$ cat src/rtl/counter_pkg.sv
// counter_pkg: shared state type and default sizing for the Basys3 up-counter.
package counter_pkg;
   typedef enum logic [1:0] {IDLE, RUN, HOLD} state_t;
   localparam int COUNT_WIDTH = 10;
   localparam int COUNT_MAX   = 1023;
endpackage

$ cat src/rtl/counter_core.sv
// counter_core: WIDTH-bit counter register with enable, sync clear and modular STEP wrap.
module counter_core
   import counter_pkg::*;
#(
   parameter int WIDTH     = COUNT_WIDTH,
   parameter int MAX_COUNT = COUNT_MAX,
   parameter int STEP      = 1
) (
   input  logic             clk,
   input  logic             i_clr,
   input  logic             i_en,
   output logic [WIDTH-1:0] o_count
);
   if (MAX_COUNT > (2**WIDTH) - 1 || STEP < 1 || STEP > MAX_COUNT + 1) begin : g_bad_params
      $error("counter_core: illegal WIDTH/MAX_COUNT/STEP combination");
   end
   logic [WIDTH-1:0] r_count;
   logic [WIDTH:0]   w_sum;
   logic             w_ovf;
   logic [WIDTH-1:0] w_next;
   // one spare bit catches the sum running past MAX_COUNT before truncation
   assign w_sum  = {1'b0, r_count} + (WIDTH+1)'(STEP);
   assign w_ovf  = w_sum > (WIDTH+1)'(MAX_COUNT);
   assign w_next = w_ovf ? WIDTH'(w_sum - (WIDTH+1)'(MAX_COUNT + 1)) : WIDTH'(w_sum);
   always_ff @(posedge clk) begin
      if (i_clr)
         r_count <= '0;
      else if (i_en)
         r_count <= w_next;
   end
   assign o_count = r_count;
endmodule

$ cat src/rtl/counter_top.sv
// counter_top: run/hold control FSM around counter_core; count_out drives the board LEDs.
module counter_top
   import counter_pkg::*;
#(
   parameter int WIDTH     = COUNT_WIDTH,
   parameter int MAX_COUNT = COUNT_MAX,
   parameter int STEP      = 1
) (
   input  logic             clk,
   input  logic             reset,
   input  logic [0:0]       start,
   output logic [WIDTH-1:0] count_out
);
   state_t r_state;
   state_t w_state_nx;
   logic   w_en;
   // an X/Z start compares unknown and falls through to the hold path
   assign w_en = (start == 1'b1);
   always_ff @(posedge clk) begin
      if (reset)
         r_state <= IDLE;
      else
         r_state <= w_state_nx;
   end
   always_comb begin
      w_state_nx = IDLE;
      case (r_state)
         IDLE:    if (w_en) w_state_nx = RUN; else w_state_nx = IDLE;
         RUN:     if (w_en) w_state_nx = RUN; else w_state_nx = HOLD;
         HOLD:    if (w_en) w_state_nx = RUN; else w_state_nx = HOLD;
         default: w_state_nx = IDLE;
      endcase
   end
   // IDLE means nothing has been counted since reset
   always_ff @(posedge clk) begin
      if (!reset && r_state == IDLE)
         assert (count_out == '0);
   end
   counter_core #(
      .WIDTH     (WIDTH),
      .MAX_COUNT (MAX_COUNT),
      .STEP      (STEP)
   ) u_core (
      .clk     (clk),
      .i_clr   (reset),
      .i_en    (w_en),
      .o_count (count_out)
   );
endmodule

$ cat config.mk
export PLATFORM = sky130hd
export DESIGN_NAME = counter_top
export DESIGN_NICKNAME = d
export VERILOG_FILES = /design/src/rtl/counter_pkg.sv /design/src/rtl/counter_core.sv /design/src/rtl/counter_top.sv
export SDC_FILE = /design/constraint.sdc
export NUM_CORES = 1
export LEC_CHECK = 0
export ABC_CLOCK_PERIOD_IN_PS = 1250
export BUFFER_PORTS_ARGS = -buffer_cell sky130_fd_sc_hd__buf_2
export CAP_MARGIN = 5
export CORE_AREA = 2 2 39 41
export DETAILED_ROUTE_END_ITERATION = 16
export DIE_AREA = 0 0 41 43
export SYNTH_ARGS = -nofsm -noshare
export SYNTH_HDL_FRONTEND = slang
export SYNTH_HIERARCHICAL = 1
export SYNTH_SLANG_ARGS = --single-unit
$ cat constraint.sdc
create_clock -name clk -period 1.25 [get_ports clk]
set_input_delay 0.125 -clock clk [delete_from_list [all_inputs] [get_ports clk]]
set_output_delay 0.125 -clock clk [all_outputs]
set_load 0.02 [all_outputs]
* Word-level counts from Yosys, hierarchy flattened *
Index checks and enable logic that the tools add are counted.

storage, ports and cells
  bits in registers = 10
  output and inout bits = 10
  word-level logic and storage cells = 5

cells by class
  add/sub/neg operators = 2
  magnitude comparators = 1
  mux-type cells = 1

operators by type and width
  cell                                                             count
  adder 10 x 1 -> 11 bit, second input constant                    1
  greater-than comparator 11 x 10 -> 1 bit, second input constant  1
  two-way mux 10 bit                                               1
  subtractor 10 x 1 -> 10 bit, second input constant               1

* Depth between registers and ports, before layout *
Gate-level depths: netlist (run 1).

  word-level depth = 3
  gate-level depth with buffers = 4
  mapped depth without buffers = 4

* Worst setup path before layout (run 1) *
OpenSTA, ideal clock, no wires.

  path kind = register -> register
  start = register u_core.r_count[0] (netlist: u_core/o_count[0])
  end = register u_core.r_count[6] (netlist: u_core/o_count[6])
  setup time = 71 ps
  data arrival time = 1360 ps
  setup slack = -181 ps
  stages on the path, launching flop included = 5
  path buffers = 0
  clock period less this slack = 1431 ps
  cells stage by stage = dfxtp_1 ha_1 nand4_1 or3_1 a21oi_1

on the way
  word-level cells in the longest chain between the ends = 3

ends and longest elaborated chain
  what                                                                                            line                                    text
  from (decl)                                                                                     counter_core.sv:17                      logic [WIDTH-1:0] r_count;
  from (signal assigned)                                                                          counter_core.sv:29                      r_count <= w_next;
  adder 10 x 1 -> 11 bit *                                                                        counter_core.sv:22                      assign w_sum = {1'b0, r_count} + (WIDTH+1)'(STEP);
  subtractor 10 x 1 -> 10 bit / greater-than comparator 11 x 10 -> 1 bit (equally long branches)  counter_core.sv:24, counter_core.sv:23
  two-way mux 10 bit *                                                                            counter_core.sv:24                      assign w_next = w_ovf ? WIDTH'(w_sum - (WIDTH+1)'(MAX_COUNT + 1)) : WIDTH'(w_sum);

Mark *: on every way between the ends. The rest lies on a longest branch, timed or not.
A chain may end at the register's enable or synchronous reset.

* Worst setup path after layout (run 1) *
Same ends and word-level chain as after synthesis.

==> flow_metrics.env, run 1 <==
export IMPL_met3WireLength_um=66
export IMPL_hpwl_um=716
export IMPL_min_path_cells=2
export IMPL_ctsHoldBuffers=0
export IMPL_cts_root_buf="clkbuf_4"
export IMPL_max_freq_mhz=820
export IMPL_via_count=454
export IMPL_fin_util=0.475
export IMPL_synth_nets=53
export IMPL_die_height_um=43
export IMPL_ys_flop_type="dfxtp_1"
export IMPL_port_buffers=12
export IMPL_clk_pin_slew_ps=70
export IMPL_die_x_um=41
export IMPL_grt_max_degree=12
export IMPL_route_detailed_drc=0
export IMPL_synth_top_area_cell="dfxtp_1"
export IMPL_final_setup_viol_count=0
export IMPL_synth_top_area_share=0.455
export IMPL_ys_types=21
export IMPL_synth_area_leaders="dfxtp_1, nor2_1, a21oi_1"
export IMPL_drv_slew=0
export IMPL_drive_above_1_share=0.527
export IMPL_clkSinkCount=10
export IMPL_outcome="finished clean"
export IMPL_switching_share=0.249
export IMPL_critical_path_class="flop to flop"
export IMPL_rsz0062_at_grt="true"
export IMPL_synth_seq_area_share=0.455
export IMPL_syn_inst=49
export IMPL_p_seq_frac=0.519
export IMPL_wl_met2_um=509
export IMPL_num_rows=14
export IMPL_hold_end="u_core/o_count[7]"
export IMPL_power_share_clock=0.369
export IMPL_fin_crit_sh=0.976
export IMPL_hold_viol_final=0
export IMPL_finalNetCount=79
export IMPL_start_kind="flop"
export IMPL_cts_tree="yes"
export IMPL_r2r_end="u_core/o_count[6]"
export IMPL_grt_antenna_before_repair=0
export IMPL_vdd_ir_drop_worst_mv=0.618
export IMPL_dieArea_um2=1760
export IMPL_wl_per_cell_um=11.6
export IMPL_syn2layout_area_growth_pct=49.1
export IMPL_grt_pass1_vias=385
export IMPL_core_area_um2=1380
export IMPL_largest_reg_flops=10
export IMPL_cts_buffers=3
export IMPL_place_gp_congestion=0.633
export IMPL_r2r_slack_ps=30
export IMPL_htree_levels=1
export IMPL_track_usage=0.140
export IMPL_antenna_left=0
export IMPL_pwr_share_comb=0.112
export IMPL_syn_area_um2=440
export IMPL_clock_latency_ps=260
export IMPL_grt_pass1_wl_mm=1.55
export IMPL_reg2regPathDepth=4
export IMPL_clock_path_buffers=2
export IMPL_ys_ff_latch=10
export IMPL_cap_violations=0
export IMPL_fin_skew_ps=2.31
export IMPL_p_per_area_nw_per_um2=973
export IMPL_critPathMaxFanout=4
export IMPL_io_pins=13
export IMPL_hold_path_class="input pin to flop"
export IMPL_p_leak_nw=0.274
export IMPL_overflow=0
export IMPL_synth_most_common_cell="dfxtp_1"
export IMPL_wirelength_mm=1.04
export IMPL_met1_length_um=466
export IMPL_p_switching_uw=159
export IMPL_vias_per_cell=5.04
export IMPL_diodes=0
export IMPL_crit_required_ps=1440
export IMPL_r2r_start="u_core/o_count[0]"
export IMPL_dr_pass1_iters=4
export IMPL_async_flop_share=0
export IMPL_holdCritStartpoint="reset"
export IMPL_synth_edf_count=0
export IMPL_placed_cells=83
export IMPL_ys_warnings_count=6
export IMPL_stdcell_count=90
export IMPL_initial_core_util=0.318
export IMPL_min_period_ps=1220
export IMPL_synth_avg_cell_area_um2=8.99
export IMPL_drt_iter0_drc=8
export IMPL_end_kind="flop"
export IMPL_synth_common_cells="dfxtp_1, nor2_1, a21oi_1"
export IMPL_final_setup_tns_ps=0
export IMPL_slew_headroom=0.861
export IMPL_arrival_ps=1410
export IMPL_highest_layer="met3"
export IMPL_p_int_uw=480
export IMPL_worst_slew_pin_slew_ps=207
==> stage by stage <==
stage                     worst slack [ps]  area [um2]  hold slack [ps]  total power [mW]
after global placement               -7.07         593              440             0.390
after global routing                 -45.9         657              161             0.676
final                                 30.0         657              160             0.639
after floorplan                      -4.26         464              369             0.373
after CTS                             16.1         647              152             0.649
after detailed placement             -13.7         593              444             0.392
==> cell usage in the layout, fill, tap and decap left out, types with 2 or more instances in the layout <==
cell,n
nor2_1,6
xnor2_1,2
xor2_1,2
a21oi_1,4
dfxtp_2,5
nand4_1,3
dfxtp_4,3
o31ai_1,2
dfxtp_1,2
inv_1,2
clkbuf_4,3
buf_4,11
buf_2,12
or3_1,2
nand2_1,2
or4_1,2
==> final cells by class <==
| class | count | area (um2) |
|---|---|---|
| fill | 138 | 727 |
| multi-input combinational | 35 | 243 |
| sequential | 10 | 218 |
| timing repair buffer | 23 | 143 |
| clock buffer | 4 | 26.3 |
| tap | 16 | 20.0 |
| inverter | 2 | 7.51 |
==> repair_timing <==
item,in CTS,in global routing
cloned,0,0
buffers inserted,2,1
gates resized for setup,2,2
endpoints found under the setup margin,1,5
pin swaps,2,3
==> critical path, stage by stage (launching register included) <==
cell	delay (ps)
dfxtp_4	360
ha_4	130
nand4_1	150
or3_1	390
a21oi_1	120
==> how the worst max path moves through the flow <==
stage	from	end	cells after the start	slack [ps]
CTS	u_core/o_count[0]	u_core/o_count[6]	4	20
finish	u_core/o_count[0]	u_core/o_count[6]	4	30
global placement	u_core/o_count[0]	u_core/o_count[6]	4	-7
detailed placement	u_core/o_count[0]	u_core/o_count[6]	4	-10
global route	u_core/o_count[0]	u_core/o_count[6]	4	-50
floorplan	u_core/o_count[0]	u_core/o_count[6]	4	-4
==> cell families after synthesis <==
logic type,synth area share
AOI/OAI and AO/OA,0.102
xor gates and xnor gates,0.0796
adders and majority gates,0.0284
buffers and inverters,0.0426
DFF,0.455
muxes,0.0483
and+or+nand+nor,0.244
==> power groups by stage <==
stage	sequential (mW)	clock (mW)	combinational, mW
after global placement	0.340	0	0.0493
after detailed placement	0.341	0	0.0511
final	0.332	0.236	0.0718
after global routing	0.331	0.268	0.0763
after CTS	0.331	0.249	0.0690
after floorplan	0.348	0	0.0244
==> per-layer routing <==
metal  vias up  track usage
met2        12        0.203
met1       216        0.153
li1        226            -
met3         0       0.0942
met5         -            0
met4         0       0.0600
No activity file was read; power rests on OpenSTA's default activity.
==> run 2, diff against run 1 <==
CTS_CLUSTER_SIZE = 24   (was not set)
SYNTH_HIERARCHICAL = not set   (was 1)
==> run 2 against run 1 <==
Worst setup slack lost 1.4 ps; via count shrank 4.6%; register-to-register slack is essentially flat; utilization grew 0.72 points; highest routed layer is now met4.
==> flow_metrics.env, run 2 <==
export IMPL_htree_levels=1
export IMPL_clkSinkCount=10
export IMPL_die_x_um=41
export IMPL_r2r_slack_ps=30
export IMPL_place_gp_congestion=0.636
export IMPL_rsz0062_at_grt="true"
export IMPL_arrival_ps=1420
export IMPL_drt_iter0_drc=5
export IMPL_clk_pin_slew_ps=70
export IMPL_min_period_ps=1220
export IMPL_async_flop_share=0
export IMPL_clock_latency_ps=260
export IMPL_synth_top_family_by_area="simple AND/OR/NAND/NOR gates"
export IMPL_cts_tree="yes"
export IMPL_crit_slowest_cell="or3_1"
export IMPL_min_path_cells=2
export IMPL_critical_path_class="flop to flop"
export IMPL_switching_share=0.245
export IMPL_grt_max_degree=12
export IMPL_grt_pass1_vias=413
export IMPL_syn_area_um2=440
export IMPL_holdCritStartpoint="reset"
export IMPL_max_stage_delay_ps=380
export IMPL_diodes=0
export IMPL_grt_use_met3=0.0314
export IMPL_crit_required_ps=1450
export IMPL_hold_end="u_core.o_count[5]"
export IMPL_initial_core_util=0.318
export IMPL_max_freq_mhz=819
export IMPL_worstPathCellList="ha_4 -> nand4_1 -> or3_1 -> a21oi_1"
export IMPL_synth_xor_area_frac=0.0795
export IMPL_syn_inst=49
export IMPL_fin_skew_ps=8.99
export IMPL_drive_above_1_share=0.541
export IMPL_busiest_layer="met2"
export IMPL_cts_buffers=3
export IMPL_hpwl_um=718
export IMPL_ys_ff_latch=10
export IMPL_p_int_uw=479
export IMPL_syn2layout_area_growth_pct=51.4
export IMPL_synth_area_leaders="dfxtp_1, nor2_1, a21oi_1"
export IMPL_antenna_left=0
export IMPL_critPathMaxFanout=4
export IMPL_pwr_share_comb=0.114
export IMPL_synth_common_cells="dfxtp_1, nor2_1, a21oi_1"
export IMPL_end_kind="flop"
export IMPL_port_buffers=12
export IMPL_track_usage=0.151
export IMPL_worst_slew_pin_slew_ps=264
export IMPL_synth_seq_area_share=0.455
export IMPL_slew_headroom=0.822
export IMPL_synth_nets=53
export IMPL_grt_pass1_wl_mm=1.76
export IMPL_design_area_um2=667
export IMPL_overflow=0
export IMPL_via_count=433
export IMPL_hold_viol_final=0
export IMPL_cap_violations=0
export IMPL_wirelength_mm=1.04
export IMPL_r2r_end="u_core.o_count[6]"
export IMPL_io_pins=13
export IMPL_largest_reg_flops=10
export IMPL_vias_per_cell=4.81
export IMPL_dr_pass1_iters=2
export IMPL_ys_types=21
export IMPL_p_seq_frac=0.520
export IMPL_layout_commonest_cell="buf_2"
export IMPL_grt_util_met2=0.219
export IMPL_outcome="finished clean"
export IMPL_holdWs_ps=170
export IMPL_synth_fa_ha_area_frac=0.0284
export IMPL_grtUsageMet1=0.190
export IMPL_wl_per_cell_um=11.6
export IMPL_synth_compound_area_frac=0.102
export IMPL_p_leak_nw=0.276
export IMPL_synth_edf_count=0
export IMPL_vdd_ir_drop_worst_mv=0.558
export IMPL_final_setup_viol_count=0
export IMPL_r2r_start="u_core.o_count[0]"
export IMPL_hold_path_class="input pin to flop"
export IMPL_synth_most_common_cell="dfxtp_1"
export IMPL_fin_util=0.482
export IMPL_grt_antenna_before_repair=0
export IMPL_synth_top_area_share=0.455
export IMPL_clock_path_buffers=2
export IMPL_synth_simple_area_share=0.244
export IMPL_place_area_um2=593
export IMPL_nFillCells=135
export IMPL_ys_warnings_count=0
export IMPL_power_share_clock=0.367
export IMPL_fin_crit_sh=0.977
export IMPL_core_area_um2=1380
export IMPL_synth_top_area_cell="dfxtp_1"
export IMPL_p_per_area_nw_per_um2=951
export IMPL_p_switching_uw=156
export IMPL_layout_common_cells="buf_2, buf_4, nor2_1"
export IMPL_synth_avg_cell_area_um2=8.99
export IMPL_num_rows=14
export IMPL_ys_flop_type="dfxtp_1"
export IMPL_route_detailed_drc=0
export IMPL_die_height_um=43
export IMPL_dieArea_um2=1760
export IMPL_finalNetCount=79
export IMPL_start_kind="flop"
export IMPL_cts_root_buf="clkbuf_4"
export IMPL_drv_slew=0
export IMPL_synth_mux_area_frac=0.0483
export IMPL_reg2regPathDepth=4
[run 2: cell counts after synthesis]
No cell type changed its count.
[run 2: kinds of logic after synthesis]
group | Yosys count
AOI/OAI and AO/OA | 8
xor gates and xnor gates | 4
adders and majority gates | 1
buffers and inverters | 4
DFF | 10
muxes | 2
and+or+nand+nor | 20
[run 2: how the worst max path moves through the flow]
stage,startpoint,to,cells after the start
after global placement,u_core.o_count[0],u_core.o_count[6],4
final,u_core.o_count[0],u_core.o_count[6],4
after global routing,u_core.o_count[0],u_core.o_count[8],4
after CTS,u_core.o_count[4],u_core.o_count[9],3
after detailed placement,u_core.o_count[0],u_core.o_count[6],4
after floorplan,u_core.o_count[0],u_core.o_count[6],4
[run 2: area by class of cell]
cell class | instances | area, um2 | share of cell area
Timing Repair Buffer | 23 | 146 | 0.220
Inverter | 2 | 7.51 | 0.0113
Sequential cell | 10 | 220 | 0.330
Multi-Input combinational cell | 35 | 246 | 0.370
Tap cell | 16 | 20.0 | 0.0300
Clock buffer | 4 | 26.3 | 0.0394
[run 2: timing repair]
action / 4_1_cts / 5_1_grt
resized for setup: 2 / 4
hold buffers: 0 / 0
pin swaps: 2 / 3
buffers inserted: 2 / 1
endpoints found under the hold margin: 0 / 0
cloned: 0 / 0
setup endpoints to repair: 1 / 5
[run 2: stage by stage]
step                      setup TNS (ps)  setup WS, ps  std cells  power [mW]
after floorplan                    -4.26         -4.26         49       0.373
after global placement             -7.28         -7.28         83       0.390
after detailed placement           -7.78         -7.78         83       0.392
after CTS                              0          18.1         89       0.641
after global routing                -217         -72.7         90       0.665
final                                  0          28.6         90       0.634
[run 2: critical path, delay by kind of cell, from the launching register on]
kind / cells / cell delay, ps
simple gates: 2 / 520
flops: 1 / 360
compound gates: 1 / 140
fa+ha+maj: 1 / 130
[run 2: power by group through the flow]
stage	registers [mW]	clock network [mW]	logic [mW]
after floorplan	0.348	0	0.0244
after global placement	0.340	0	0.0494
after detailed placement	0.341	0	0.0511
after CTS	0.331	0.242	0.0687
after global routing	0.330	0.254	0.0812
final	0.330	0.233	0.0723
[run 2: layer usage]
| metal | wire length, um | vias up | share of wire |
|---|---|---|---|
| met5 | 0 | - | 0 |
| met4 | 11 | 0 | 0.011 |
| met3 | 42 | 2 | 0.040 |
| met2 | 512 | 8 | 0.49 |
| met1 | 473 | 199 | 0.45 |
| li1 | - | 224 | - |
